$ cat src/rtl/seq_updown_counter_param.sv
`default_nettype none
// ============================================================================
//  Module      : seq_updown_counter_param
//  Description : Up/down counter with a programmable step, sync clear/load,
//                and a registered boundary event. Wraps or clamps.
//  Revision    : 1.0 - initial release
// ============================================================================
module seq_updown_counter_param #(
   parameter int unsigned WIDTH    = 8,
   parameter int unsigned STEP     = 1,
   parameter bit          SATURATE = 1'b0
) (
   input  logic             clk,
   input  logic             rst,
   input  logic             clear,
   input  logic             load,
   input  logic [WIDTH-1:0] load_val,
   input  logic             en,
   input  logic             up,
   output logic [WIDTH-1:0] q,
   output logic             evt,
   output logic             at_max,
   output logic             at_min
);

   localparam logic [WIDTH:0]   c_STEP = (WIDTH+1)'(STEP);
   localparam logic [WIDTH-1:0] c_MAX  = '1;
   localparam logic [WIDTH-1:0] c_ZERO = '0;

   logic [WIDTH-1:0] r_q;
   logic             r_evt;
   logic [WIDTH:0]   w_sum;
   logic [WIDTH:0]   w_diff;
   logic             w_cross;
   logic [WIDTH-1:0] w_wrap;
   logic [WIDTH-1:0] w_next;

   // The extra MSB is the carry (up) or borrow (down): it flags a crossing.
   assign w_sum   = {1'b0, r_q} + c_STEP;
   assign w_diff  = {1'b0, r_q} - c_STEP;
   assign w_cross = up ? w_sum[WIDTH] : w_diff[WIDTH];
   assign w_wrap  = up ? w_sum[WIDTH-1:0] : w_diff[WIDTH-1:0];

   generate
      if (SATURATE) begin : g_clamp
         assign w_next = w_cross ? (up ? c_MAX : c_ZERO) : w_wrap;
      end else begin : g_wrap
         assign w_next = w_wrap;
      end
   endgenerate

   always_ff @(posedge clk or posedge rst) begin
      if (rst) begin
         r_q   <= c_ZERO;
         r_evt <= 1'b0;
      end else if (clear) begin
         r_q   <= c_ZERO;
         r_evt <= 1'b0;
      end else if (load) begin
         r_q   <= load_val;
         r_evt <= 1'b0;
      end else if (en) begin
         r_q   <= w_next;
         r_evt <= w_cross;
      end else begin
         r_evt <= 1'b0;
      end
   end

   assign q      = r_q;
   assign evt    = r_evt;
   assign at_max = (r_q == c_MAX);
   assign at_min = (r_q == c_ZERO);

endmodule
`default_nettype wire

$ cat config.mk
export PLATFORM = sky130hd
export DESIGN_NAME = seq_updown_counter_param
export DESIGN_NICKNAME = d
export VERILOG_FILES = /design/src/rtl/seq_updown_counter_param.sv
export SDC_FILE = /design/constraint.sdc
export NUM_CORES = 1
export LEC_CHECK = 0
export ABC_CLOCK_PERIOD_IN_PS = 1700
export CELL_PAD_IN_SITES_DETAIL_PLACEMENT = 1
export CELL_PAD_IN_SITES_GLOBAL_PLACEMENT = 1
export CORE_MARGIN = 4
export CORE_UTILIZATION = 29
export CTS_BUF_LIST = sky130_fd_sc_hd__clkbuf_8 sky130_fd_sc_hd__clkbuf_16
export CTS_CLUSTER_SIZE = 8
export DETAILED_ROUTE_END_ITERATION = 8
export PLACE_DENSITY_LB_ADDON = 0.3
export SETUP_SLACK_MARGIN = 0.1
export SYNTH_ARGS = -nofsm -noshare
export SYNTH_HDL_FRONTEND = slang
export SYNTH_SLANG_ARGS = --single-unit
$ cat constraint.sdc
create_clock -name clk -period 1.7 [get_ports clk]
set_input_delay 0.425 -clock clk [delete_from_list [all_inputs] [get_ports clk]]
set_output_delay 0.425 -clock clk [all_outputs]
set_load 0.005 [all_outputs]
==> results of run 1 <==
cell type report:
class                           count  area, um^2  share of cell area (%)
Clock buffer                        3        41.3                    2.67
Clock inverter                      1        3.75                   0.243
Inverter                            7        33.8                    2.18
Multi-Input combinational cell     60         602                    38.9
Sequential cell                     9         226                    14.6
Tap cell                           28        35.0                    2.26
Timing Repair Buffer               68         606                    39.1
cells in the mapped netlist:
cell type	number
sky130_fd_sc_hd__a21o_1	1
sky130_fd_sc_hd__and3_1	3
sky130_fd_sc_hd__mux2i_1	2
sky130_fd_sc_hd__a211o_1	1
sky130_fd_sc_hd__ha_1	3
sky130_fd_sc_hd__a311oi_1	1
sky130_fd_sc_hd__a22oi_1	1
sky130_fd_sc_hd__buf_6	3
sky130_fd_sc_hd__clkbuf_1	1
sky130_fd_sc_hd__or3_1	1
sky130_fd_sc_hd__nand3_1	4
sky130_fd_sc_hd__o21ai_0	2
sky130_fd_sc_hd__a211oi_1	4
sky130_fd_sc_hd__dfrtp_1	9
sky130_fd_sc_hd__nand4_1	2
sky130_fd_sc_hd__nor4b_1	1
sky130_fd_sc_hd__xor2_1	4
sky130_fd_sc_hd__o2bb2ai_2	1
sky130_fd_sc_hd__and4_2	2
sky130_fd_sc_hd__nand2_1	4
sky130_fd_sc_hd__a21boi_0	1
sky130_fd_sc_hd__inv_1	7
sky130_fd_sc_hd__buf_1	1
sky130_fd_sc_hd__or4b_4	1
sky130_fd_sc_hd__o2bb2ai_1	1
sky130_fd_sc_hd__a21oi_1	3
sky130_fd_sc_hd__nor2_1	10
sky130_fd_sc_hd__nor4_1	2
sky130_fd_sc_hd__o41ai_2	1
sky130_fd_sc_hd__a211oi_2	1
sky130_fd_sc_hd__buf_4	1
sky130_fd_sc_hd__or3_4	1
sky130_fd_sc_hd__xnor2_1	2
power breakdown:
group	switching (W)	internal [W]	total [W]	leakage [nW]
logic	0.000205	0.000242	0.000447	0.568
registers	0.0000155	0.000230	0.000246	0.116
clock network	0.000105	0.000159	0.000264	0.0269
sequential cells by signal, summed over array words and instances, names as in the netlist:
| name | flops |
|---|---|
| evt | 1 |
| q | 8 |
kinds of logic (layout without fill, tap and decap cells):
kind of cell	after synthesis	after routing	synth area share, %
DFF	9	9	30.7
and+or+nand+nor	31	31	24.0
adders and majority gates	3	3	5.11
AOI/OAI and AO/OA	18	18	20.1
xor gates and xnor gates	6	6	7.15
buffers and inverters	13	79	10.2
muxes	2	2	2.73
per-stage QoR:
step / power (W) / std cells
finish: 0.000957 / 176
global route: 0.00100 / 176
CTS: 0.000894 / 175
detailed placement: 0.000518 / 152
global placement: 0.000508 / 152
floorplan: 0.000369 / 82
what timing repair did:
| action | CTS | global route |
|---|---|---|
| gates resized for setup | 53 | 21 |
| pin swaps | 20 | 18 |
| setup endpoints to repair | 16 | 14 |
| setup buffers | 26 | 4 |
| hold buffers | 0 | 0 |
path summary, 6_finish.rpt:
| path | from | depth (start not counted) | slack (ns) | to |
|---|---|---|---|---|
| max | q[5] | 5 | -0.28 | at_min |
| min | rst | 2 | 0.47 | q[0] |
| max reg2reg | q[1] | 6 | -0.12 | q[7] |
| min reg2reg | q[7] | 4 | 0.78 | q[7] |
| max in group asynchronous | rst | 2 | 0.91 | q[2] |
| min in group clk | load_val[0] | 3 | 0.76 | q[0] |
worst max-delay path, delay by kind of cell, from the launching register on:
kind	cells	cell delay (ns)
DFF	1	0.40
buffers and inverters	2	0.20
and+or+nand+nor	3	0.71
per-layer routing:
| metal | part of all wire [%] | track usage [%] | up-vias |
|---|---|---|---|
| met1 | 40 | 29.5 | 484 |
| met2 | 50 | 42.3 | 37 |
| met4 | 4.6 | 10.3 | 0 |
| met5 | 0 | 0 | - |
| li1 | - | - | 428 |
| met3 | 5.5 | 4.61 | 16 |
==> results.txt, run 1 <==
----------------------------------------------------
[Run status]
  Run status ... finished, violations left
  Failing checks ... negative setup slack

[Placement]
  DP Wirelength ... slightly below 2 mm
  Port-buffer cells ... 24
  Placement Cell Area ... roughly 1100 um^2
  GP Congestion ... roughly 0.84
  Worst slack after detailed placement ... -0.376 ns

[Synth]
  Number of distinct library cells after synthesis ... 33
  Portion of the post-synthesis area used by sequential elements ... 30.7%
  Area share of the largest cell type after synthesis ... just over 30%
  Number of warnings printed during yosys synthesis ... 0
  Number of nets in the synthesized netlist ... between 90 and 100
  Largest cells by area after synthesis ... sky130_fd_sc_hd__dfrtp_1, sky130_fd_sc_hd__ha_1, sky130_fd_sc_hd__nor2_1, sky130_fd_sc_hd__xor2_1, sky130_fd_sc_hd__buf_6
  Number of storage elements in the synthesis netlist ... 9
  Dominant cell type by area after synthesis ... sky130_fd_sc_hd__dfrtp_1
  Synthesized instance count ... roughly 80
  Post-Syn Area ... ~730 um^2
  Syn avg cell area ... ~9 um^2

[Clock network]
  H-tree Lvls ... 1
  Number of sinks handled by clock tree synthesis ... 9
  Number of buffers inserted during clock tree synthesis ... 3
  CTS tree ... done
  Clock-pin slew reported for the worst setup and hold paths after clock tree synthesis ... around 0.050 ns
  Clock tree buffer depth ... 2
  Cell at the root of the clock tree ... sky130_fd_sc_hd__clkbuf_8
  Clock latency of the later-clocked register in the worst-skew pair ... 0.25 ns

[Route]
  DRC marker count from the first detailed-route iteration ... 24
  Pre-Repair DR Iteration Count ... 4
  WL per Instance ... between 20 and 25 um
  Number of nets with antenna violations after routing ... 0
  Detailed-route via count ... a little under 1000
  Via density ... 5.48
  Total wire length after detailed routing ... slightly above 4 mm
  DRC violations left ... 0

[STA]
  Setup-failing EPs final ... 5
  Worst hold slack ... 0.468 ns
  Maximum achievable frequency ... about 500 MHz
  Final clock skew ... between 0.008 and 0.009 ns
  Final Hold Fails ... 0
  Final worst setup slack ... -0.277 ns
  Minimum clock period ... around 2.0 ns
  Relative max-transition margin ... around two thirds
  Final clock period utilization by the worst path ... 116%
  Pins over their slew limit ... 0
  Worst Max-Slew Pin Slew ... roughly 0.52 ns
  RSZ-0062 raised after global routing ... yes
  Final TNS setup ... -0.603 ns

[Setup path]
  CP cell instances ... or3_4 -> nor2_4 -> buf_6 -> and3_4 -> buf_6
  Data arrival time of the worst path ... around 1.6 ns
  Slowest stage cell, crit path ... sky130_fd_sc_hd__or3_4
  Crit path capture type ... output port
  Kind of start point of the critical path ... flip-flop
  CP required ... around 1.3 ns
  Delay of the slowest cell on the worst path ... ~0.41 ns
  Library cell appearing most often on the critical path ... sky130_fd_sc_hd__buf_6
  Worst setup path class ... flip-flop to output port
  Maximum fanout along the worst path ... 2

[Global routing]
  First-pass GRT wire length ... between 6 and 7 mm
  Overflow left after global routing ... 0
  Maximum number of pins on one net before global-route repair ... 14
  Global Route Usage Sum ... between 20 and 25%
  Antenna violations before repair ... 0
  Via count of the first global-routing pass ... 1085

[Final layout]
  Antenna cells ... 0
  Commonest cells after routing, fill and taps aside ... sky130_fd_sc_hd__buf_4, sky130_fd_sc_hd__buf_6, sky130_fd_sc_hd__clkdlybuf4s50_1, sky130_fd_sc_hd__nor2_1, sky130_fd_sc_hd__dfrtp_1
  Most frequent standard cell in the layout excluding fill and tap cells ... sky130_fd_sc_hd__buf_4
  Fraction of layout instances using a drive strength above 1 ... ~55%
  Core Util, Final ... roughly 67%
  Total non-filler cell area in the finished layout ... around 1500 um^2
  Layout filler cell count ... between 200 and 300
  Net count reported at finish ... about 170
  Area growth, synth to finish ... 111%

[Power]
  Power Density ... between 600 and 700 nW/um^2
  Worst vdd ir ... about 0.53 mV
  Leakage Power ... around 0.71 nW

[Worst hold path]
  Type of the most critical hold path ... input pin to async pin

[Flow run]
  Max_cap viols ... 0

[Floorplan]
  Width of the die ... a little under 60 um
  Starting density of the core ... a little under a third
  Die Span Y ... just under 60 um
  Floorplan core area ... 2320 um^2
  Site row count ... 17
  Count of pins on the block boundary ... 25
  Die footprint ... 3400 um^2

----------------------------------------------------
No activity file was read; power rests on OpenSTA's default activity.
==> run 2: changes to the inputs <==
--- a/config.mk
+++ b/config.mk
@@ -5,11 +5,12 @@
 export SDC_FILE = /design/constraint.sdc
 export NUM_CORES = 1
 export LEC_CHECK = 0
+export ABC_AREA = 1
 export ABC_CLOCK_PERIOD_IN_PS = 1700
 export CELL_PAD_IN_SITES_DETAIL_PLACEMENT = 1
 export CELL_PAD_IN_SITES_GLOBAL_PLACEMENT = 1
 export CORE_MARGIN = 4
-export CORE_UTILIZATION = 29
+export CORE_UTILIZATION = 27
 export CTS_BUF_LIST = sky130_fd_sc_hd__clkbuf_8 sky130_fd_sc_hd__clkbuf_16
 export CTS_CLUSTER_SIZE = 8
 export DETAILED_ROUTE_END_ITERATION = 8
==> results.txt, run 2 <==
----------------------------------------------------
[Route]
  WL per Instance ... 18.0 um (-22%)
  DRC violations left ... 0 (unchanged)
  Pre-Repair DR Iteration Count ... 4 (unchanged)
  Detailed-route via count ... 1112 (+15%)
  DRC marker count from the first detailed-route iteration ... 48 (+100%)
  Total wire length after detailed routing ... 3.89 mm (-4.8%)
  Via density ... 5.15 (-6.1%)
  Number of nets with antenna violations after routing ... 0 (unchanged)

[STA]
  Relative max-transition margin ... 73.0% (+7.7 points)
  Final clock skew ... 0.00405 ns (-0.00430 ns)
  Final clock period utilization by the worst path ... 104% (-12 points)
  RSZ-0062 raised after global routing ... yes
  Maximum achievable frequency ... 564 MHz (+11%)
  Setup-failing EPs final ... 3 (-2)
  Worst hold slack ... 0.486 ns (+0.0179 ns)
  Pins over their slew limit ... 0 (unchanged)
  Final worst setup slack ... -0.0738 ns (+0.204 ns)
  Final TNS setup ... -0.109 ns (+0.494 ns)
  Worst Max-Slew Pin Slew ... 0.405 ns (-0.116 ns)
  Final Hold Fails ... 0 (unchanged)
  Minimum clock period ... 1.77 ns (-0.204 ns)

[Setup path]
  CP required ... 1.82 ns (+0.55 ns)
  Data arrival time of the worst path ... 1.89 ns (+0.34 ns)
  Worst setup path class ... flip-flop to flip-flop
  Maximum fanout along the worst path ... 3 (+1)
  Kind of start point of the critical path ... flip-flop
  Crit path capture type ... flip-flop
  Worst r2r path cells ... 11 (+5)
  Critical Path Start ... q[1]
  Critical R2R Launch ... q[1]
  RR Endpoint ... q[4]
  Worst R2R Setup Slack ... -0.07 ns (+0.05 ns)

[Synth]
  Number of distinct library cells after synthesis ... 22 (-33%)
  Area share of the largest cell type after synthesis ... 28.8% (-1.8 points)
  Async set-reset flop share out of synthesis ... 100% (unchanged)
  Largest cells by area after synthesis ... sky130_fd_sc_hd__dfrtp_1, sky130_fd_sc_hd__nand2_1, sky130_fd_sc_hd__nand3_1, sky130_fd_sc_hd__inv_1, sky130_fd_sc_hd__ha_1
  Area fraction in and, or, nand and nor cells after synthesis ... 43.6% (+20 points)
  Number of storage elements in the synthesis netlist ... 9 (unchanged)
  Synthesized instance count ... 121 (+48%)
  Most instantiated flip-flop cell in the synthesis netlist ... sky130_fd_sc_hd__dfrtp_1
  Arithmetic-cell share of the synthesized area counting full adders, half adders and majority gates ... 4.81% (-0.30 points)
  Dominant cell type by area after synthesis ... sky130_fd_sc_hd__dfrtp_1
  Post-Syn Area ... 781 um^2 (+6.3%)
  Syn avg cell area ... 6.45 um^2 (-28%)
  Portion of the post-synthesis area used by sequential elements ... 28.8% (-1.8 points)
  Multiplexer fraction of the synthesized cell area ... 0% (-2.7 points)
  Number of warnings printed during yosys synthesis ... 0 (unchanged)
  Most frequently used cell type in the post-synthesis netlist ... sky130_fd_sc_hd__nand2_1
  Post-synth EDFFs ... 0 (unchanged)
  Most common library cells after synthesis ... sky130_fd_sc_hd__nand2_1, sky130_fd_sc_hd__nand3_1, sky130_fd_sc_hd__inv_1
  Post-synthesis share of cell area spent on xor and xnor gates ... 0% (-7.2 points)
  Post-synthesis compound-gate area fraction ... 10.6% (-9.5 points)
  Combinational family with the most area after synthesis ... simple AND/OR/NAND/NOR gates
  Number of nets in the synthesized netlist ... 138 (+39%)

[Placement]
  Worst slack after detailed placement ... -0.219 ns (+0.157 ns)
  DP Wirelength ... 2.34 mm (+20%)
  GP Congestion ... 0.798 (-4.7%)
  Port-buffer cells ... 24 (unchanged)
  Cell Count Post-Placement ... 196 (+29%)

[Clock network]
  Cell at the root of the clock tree ... sky130_fd_sc_hd__clkbuf_8
  Clock latency of the later-clocked register in the worst-skew pair ... 0.24 ns (about the same)
  Number of sinks handled by clock tree synthesis ... 9 (unchanged)
  CTS tree ... done
  Number of buffers inserted during clock tree synthesis ... 3 (unchanged)
  Clock tree buffer depth ... 2 (unchanged)
  Clock-pin slew reported for the worst setup and hold paths after clock tree synthesis ... 0.05 ns (about the same)
  H-tree Lvls ... 1 (unchanged)

[Final layout]
  Commonest cells after routing, fill and taps aside ... sky130_fd_sc_hd__nand2_1, sky130_fd_sc_hd__buf_4, sky130_fd_sc_hd__nand3_1, sky130_fd_sc_hd__buf_6, sky130_fd_sc_hd__clkdlybuf4s50_1
  Area growth, synth to finish ... 96.8%
  Flip-flop count of the largest register, all copies and words added ... 8 (unchanged)
  Antenna cells ... 0 (unchanged)
  Most frequent standard cell in the layout excluding fill and tap cells ... sky130_fd_sc_hd__nand2_1
  Net count reported at finish ... 203 (+22%)
  Fraction of layout instances using a drive strength above 1 ... 41.1% (-14 points)
  Count of placed standard cells in the final layout, fillers left out ... 216 (+23%)

[Run status]
  Run status ... finished, violations left
  Failing checks ... negative setup slack

[Floorplan]
  Die footprint ... 3820 um^2 (+12%)
  Width of the die ... 61.8 um (+5.9%)
  Count of pins on the block boundary ... 25 (unchanged)
  Starting density of the core ... 28.3% (-3.4 points)
  Die Span Y ... 61.8 um (+5.9%)
  Floorplan core area ... 2760 um^2 (+19%)
  Site row count ... 19 (+2)

[Global routing]
  Overflow left after global routing ... 0 (unchanged)
  Via count of the first global-routing pass ... 1135 (+4.6%)
  Antenna violations before repair ... 0 (unchanged)
  Maximum number of pins on one net before global-route repair ... 10 (-4)
  First-pass GRT wire length ... 5.08 mm (-16%)
  Global Route Usage Sum ... 18.6% (-5.9 points)

[Power]
  Leakage Power ... 0.783 nW (+10%)
  Worst vdd ir ... 0.430 mV (-19%)
  Power Density ... 609 nW/um^2 (-1.4%)
  Final Power ... 0.000936 W (-2.1%)

[Worst hold path]
  Type of the most critical hold path ... input pin to async pin

[Flow run]
  Max_cap viols ... 0 (unchanged)

----------------------------------------------------
-- run 2: kinds of logic (layout without fill, tap and decap cells) --
group,after synthesis,after routing
AND/OR/NAND/NOR,76,76
buffers and inverters,19,83
AO/OA/AOI/OAI,14,14
flip-flops,9,9
adder cells (fa/ha/maj),3,3
-- run 2: what timing repair did --
item	CTS	global route
endpoints found under the setup margin	12	9
gates resized for setup	26	39
pin swaps	4	16
setup buffers	11	6
hold buffers	0	0
-- run 2: area by class of cell --
cell class / count / area [um^2]
fill: 348 / 1220
multi-input combinational: 93 / 598
timing repair buffer: 64 / 572
sequential: 9 / 226
inverter: 15 / 56.3
clock buffer: 3 / 41.3
tap: 31 / 38.8
clock inverter: 1 / 3.75
-- run 2: metal layers --
layer  share of wire, %  global-route usage (%)
met1                 42                    20.4
met3                3.1                    3.10
met2                 53                    35.1
met4                2.4                    7.27
met5                  0                       0
-- run 2: critical path: stages, from the launching register on --
cell and delay (ns):
sky130_fd_sc_hd__dfrtp_2 0.43, sky130_fd_sc_hd__inv_2 0.11, sky130_fd_sc_hd__buf_6 0.12, sky130_fd_sc_hd__ha_4 0.13
sky130_fd_sc_hd__nand2_4 0.06, sky130_fd_sc_hd__nor3_2 0.21, sky130_fd_sc_hd__buf_4 0.18, sky130_fd_sc_hd__nor2_4 0.04
sky130_fd_sc_hd__nand2_1 0.08, sky130_fd_sc_hd__nand2_1 0.07, sky130_fd_sc_hd__o21ai_1 0.16, sky130_fd_sc_hd__nand2_1 0.07
-- run 2: metrics by stage --
stage | util (%) | cell area, um^2
floorplan | - | 781
global placement | 43.6 | 1200
detailed placement | 43.6 | 1200
CTS | 49.2 | 1360
global route | 55.7 | 1540
finish | 55.7 | 1540
-- run 2: worst max-delay path by stage --
| stage | to |
|---|---|
| 2_1_floorplan | q[4] |
| 3_3_place_gp | at_min |
| 3_5_place_dp | at_min |
| 4_1_cts | evt |
| 5_1_grt | q[4] |
| 6_report | q[4] |
-- run 2: report_power, final --
part / leakage, nW / total [W] / internal [W] / switching (W)
clock network: 0.0269 / 0.000251 / 0.000158 / 0.0000933
logic: 0.638 / 0.000438 / 0.000217 / 0.000221
registers: 0.118 / 0.000247 / 0.000232 / 0.0000155
==> run 3: changes to the inputs <==
--- a/config.mk
+++ b/config.mk
@@ -14,6 +14,7 @@
 export CTS_BUF_LIST = sky130_fd_sc_hd__clkbuf_8 sky130_fd_sc_hd__clkbuf_16
 export CTS_CLUSTER_SIZE = 8
 export DETAILED_ROUTE_END_ITERATION = 8
+export HOLD_SLACK_MARGIN = 0.02
 export PLACE_DENSITY_LB_ADDON = 0.3
 export SETUP_SLACK_MARGIN = 0.1
 export SYNTH_ARGS = -nofsm -noshare
==> constraint.sdc (replaced) <==
create_clock -name clk -period 1.7 [get_ports clk]
set_input_delay 0.34 -clock clk [delete_from_list [all_inputs] [get_ports clk]]
set_output_delay 0.34 -clock clk [all_outputs]
set_load 0.005 [all_outputs]
==> results.txt, run 3 (same netlist as run 2, synthesis figures left out) <==
----------------------------------------------------
[Power]
  Clock share of power ... 26.5% (-0.4 points)
  Cell-internal power ... 0.000615 W (+1.4%)
  Power Density ... 603 nW/um^2 (-1.0%)
  Power share of the sequential group ... 26.7% (+0.3 points)
  Switching part of the total power ... 34.0% (-1.2 points)
  Sw Pwr ... 0.000317 W (-3.9%)
  Worst vdd ir ... 0.395 mV (-8.2%)
  Leakage Power ... 0.799 nW (+2.0%)
  Final Power ... 0.000932 W (-0.46%)
  Combinational share of power ... 46.8% (about the same)

[Route]
  WL per Instance ... 17.0 um (-5.5%)
  Number of nets with antenna violations after routing ... 0 (unchanged)
  Pre-Repair DR Iteration Count ... 4 (unchanged)
  Detailed-route via count ... 1092 (-1.8%)
  Total wire length after detailed routing ... 3.66 mm (-5.9%)
  Via density ... 5.08 (-1.3%)
  DRC violations left ... 0 (unchanged)
  DRC marker count from the first detailed-route iteration ... 38 (-21%)

[STA]
  Setup-failing EPs final ... 0 (-3)
  Worst Max-Slew Pin Slew ... 0.372 ns (-0.0330 ns)
  Relative max-transition margin ... 75.2% (+2.2 points)
  Pins over their slew limit ... 0 (unchanged)
  Final Hold Fails ... 0 (unchanged)
  Final worst setup slack ... 0.0596 ns (+0.133 ns)
  RSZ-0062 raised after global routing ... yes
  Maximum achievable frequency ... 610 MHz (+8.1%)
  Final clock period utilization by the worst path ... 96.5% (-7.9 points)
  Final clock skew ... 0.00382 ns (-0.000234 ns)
  Minimum clock period ... 1.64 ns (-0.133 ns)

[Final layout]
  Layout filler cell count ... 347 (-0.29%)
  Fraction of layout instances using a drive strength above 1 ... 42.9% (+1.9 points)
  Most frequent standard cell in the layout excluding fill and tap cells ... sky130_fd_sc_hd__nand2_1
  Area growth, synth to finish ... 97.9%
  Total non-filler cell area in the finished layout ... 1550 um^2 (+0.57%)
  Core Util, Final ... 56.0% (+0.32 points)
  Commonest cells after routing, fill and taps aside ... sky130_fd_sc_hd__nand2_1, sky130_fd_sc_hd__buf_4, sky130_fd_sc_hd__clkdlybuf4s50_1, sky130_fd_sc_hd__nand3_1
  Flip-flop count of the largest register, all copies and words added ... 8 (unchanged)
  Net count reported at finish ... 202 (-0.49%)
  Antenna cells ... 0 (unchanged)

[Floorplan]
  Die Span Y ... 61.8 um (unchanged)
  Die footprint ... 3820 um^2 (unchanged)
  Starting density of the core ... 28.3% (unchanged)
  Count of pins on the block boundary ... 25 (unchanged)
  Site row count ... 19 (unchanged)
  Floorplan core area ... 2760 um^2 (unchanged)
  Width of the die ... 61.8 um (unchanged)

[Clock network]
  CTS tree ... done
  Number of sinks handled by clock tree synthesis ... 9 (unchanged)
  Cell at the root of the clock tree ... sky130_fd_sc_hd__clkbuf_8
  Clock-pin slew reported for the worst setup and hold paths after clock tree synthesis ... 0.05 ns (about the same)
  Clock tree buffer depth ... 2 (unchanged)
  H-tree Lvls ... 1 (unchanged)
  Clock latency of the later-clocked register in the worst-skew pair ... 0.24 ns (about the same)
  Number of buffers inserted during clock tree synthesis ... 3 (unchanged)

[Setup path]
  Delay of the slowest cell on the worst path ... 0.38 ns (-0.05 ns)
  Maximum fanout along the worst path ... 3 (unchanged)
  Crit path capture type ... output port
  CP required ... 1.36 ns (-0.46 ns)
  Kind of start point of the critical path ... flip-flop
  Data arrival time of the worst path ... 1.30 ns (-0.59 ns)
  Slowest stage cell, crit path ... sky130_fd_sc_hd__dfrtp_1
  CP cell instances ... buf_4 -> inv_4 -> ha_4 -> nand3_2 -> nor3_2 -> buf_2
  Worst setup path class ... flip-flop to output port

[Placement]
  Port-buffer cells ... 24 (unchanged)
  Placement Cell Area ... 1190 um^2 (-1.2%)
  Worst slack after detailed placement ... -0.0983 ns (+0.120 ns)
  GP Congestion ... 0.804 (+0.83%)
  DP Wirelength ... 2.23 mm (-4.7%)

[Run status]
  Run status ... finished clean

[Global routing]
  Global Route Usage Sum ... 19.3% (+0.72 points)
  Maximum number of pins on one net before global-route repair ... 10 (unchanged)
  First-pass GRT wire length ... 5.26 mm (+3.5%)
  Overflow left after global routing ... 0 (unchanged)
  Via count of the first global-routing pass ... 1124 (-0.97%)
  Antenna violations before repair ... 0 (unchanged)

[Flow run]
  Max_cap viols ... 0 (unchanged)

[Worst hold path]
  Type of the most critical hold path ... input pin to async pin

----------------------------------------------------
==> run 3: changes by cell type in the layout (fill, tap and decap cells not counted), sizes merged <==
cell,previous run,this run
clkbuf,4,3
clkdlybuf4s15,0,1
clkdlybuf4s50,13,18
dlygate4sd2,9,0
dlymetal6s2s,0,3
==> run 3: area by class of cell <==
| cell class | count | area (um^2) | share of cell area [%] |
|---|---|---|---|
| multi-input cells | 93 | 601 | 38.9 |
| flip-flops and latches | 9 | 228 | 14.7 |
| well taps | 31 | 38.8 | 2.51 |
| repair buffers | 63 | 572 | 37.0 |
| inverters | 15 | 61.3 | 3.97 |
| clock buffers | 3 | 41.3 | 2.67 |
| clock inverters | 1 | 3.75 | 0.243 |
==> run 3: final timing paths <==
kind	slack, ns	end	depth (start not counted)	startpoint
min reg2reg	0.62	q[7]	3	q[7]
max reg2reg	0.08	q[7]	12	q[0]
max	0.06	at_min	6	q[1]
max in group asynchronous	1.03	q[2]	2	rst
min in group clk	0.62	q[7]	3	q[7]
min	0.38	q[0]	2	rst
==> run 3: metal layers <==
| metal | GRT usage (%) | vias to the layer above | share of wire, % |
|---|---|---|---|
| met1 | 21.5 | 525 | 43 |
| met5 | 0 | - | 0 |
| li1 | - | 523 | - |
| met3 | 2.48 | 11 | 3.5 |
| met4 | 5.76 | 0 | 2.6 |
| met2 | 37.5 | 33 | 51 |
==> run 3: metrics by stage <==
stage                     std cells  hold WS [ns]  TNS, ns
after floorplan                 121         0.168        0
after global placement          194         0.596   -0.105
after detailed placement        194         0.604   -0.448
after CTS                       211         0.386        0
after global routing            215         0.397  -0.0345
final                           215         0.377        0
==> run 3: worst max-delay path: cells and delay by family (launching register included) <==
family                     cells  cell delay, ns
DFF                            1            0.38
and+or+nand+nor                2            0.19
buffers and inverters          3            0.35
adders and majority gates      1            0.13
==> run 3: power groups by stage <==
| stage | sequential (W) | combinational [W] | clock, W |
|---|---|---|---|
| after global placement | 0.000250 | 0.000294 | 0 |
| after global routing | 0.000251 | 0.000471 | 0.000272 |
| after CTS | 0.000244 | 0.000342 | 0.000245 |
| after detailed placement | 0.000252 | 0.000303 | 0 |
| after floorplan | 0.000259 | 0.000126 | 0 |
| final | 0.000248 | 0.000436 | 0.000247 |
==> run 3: repair_timing <==
| action | 4_1_cts | 5_1_grt |
|---|---|---|
| endpoints found under the setup margin | 4 | 15 |
| resized for setup | 18 | 45 |
| hold buffers | 0 | 0 |
| setup buffers | 13 | 5 |
| pin swaps | 6 | 17 |
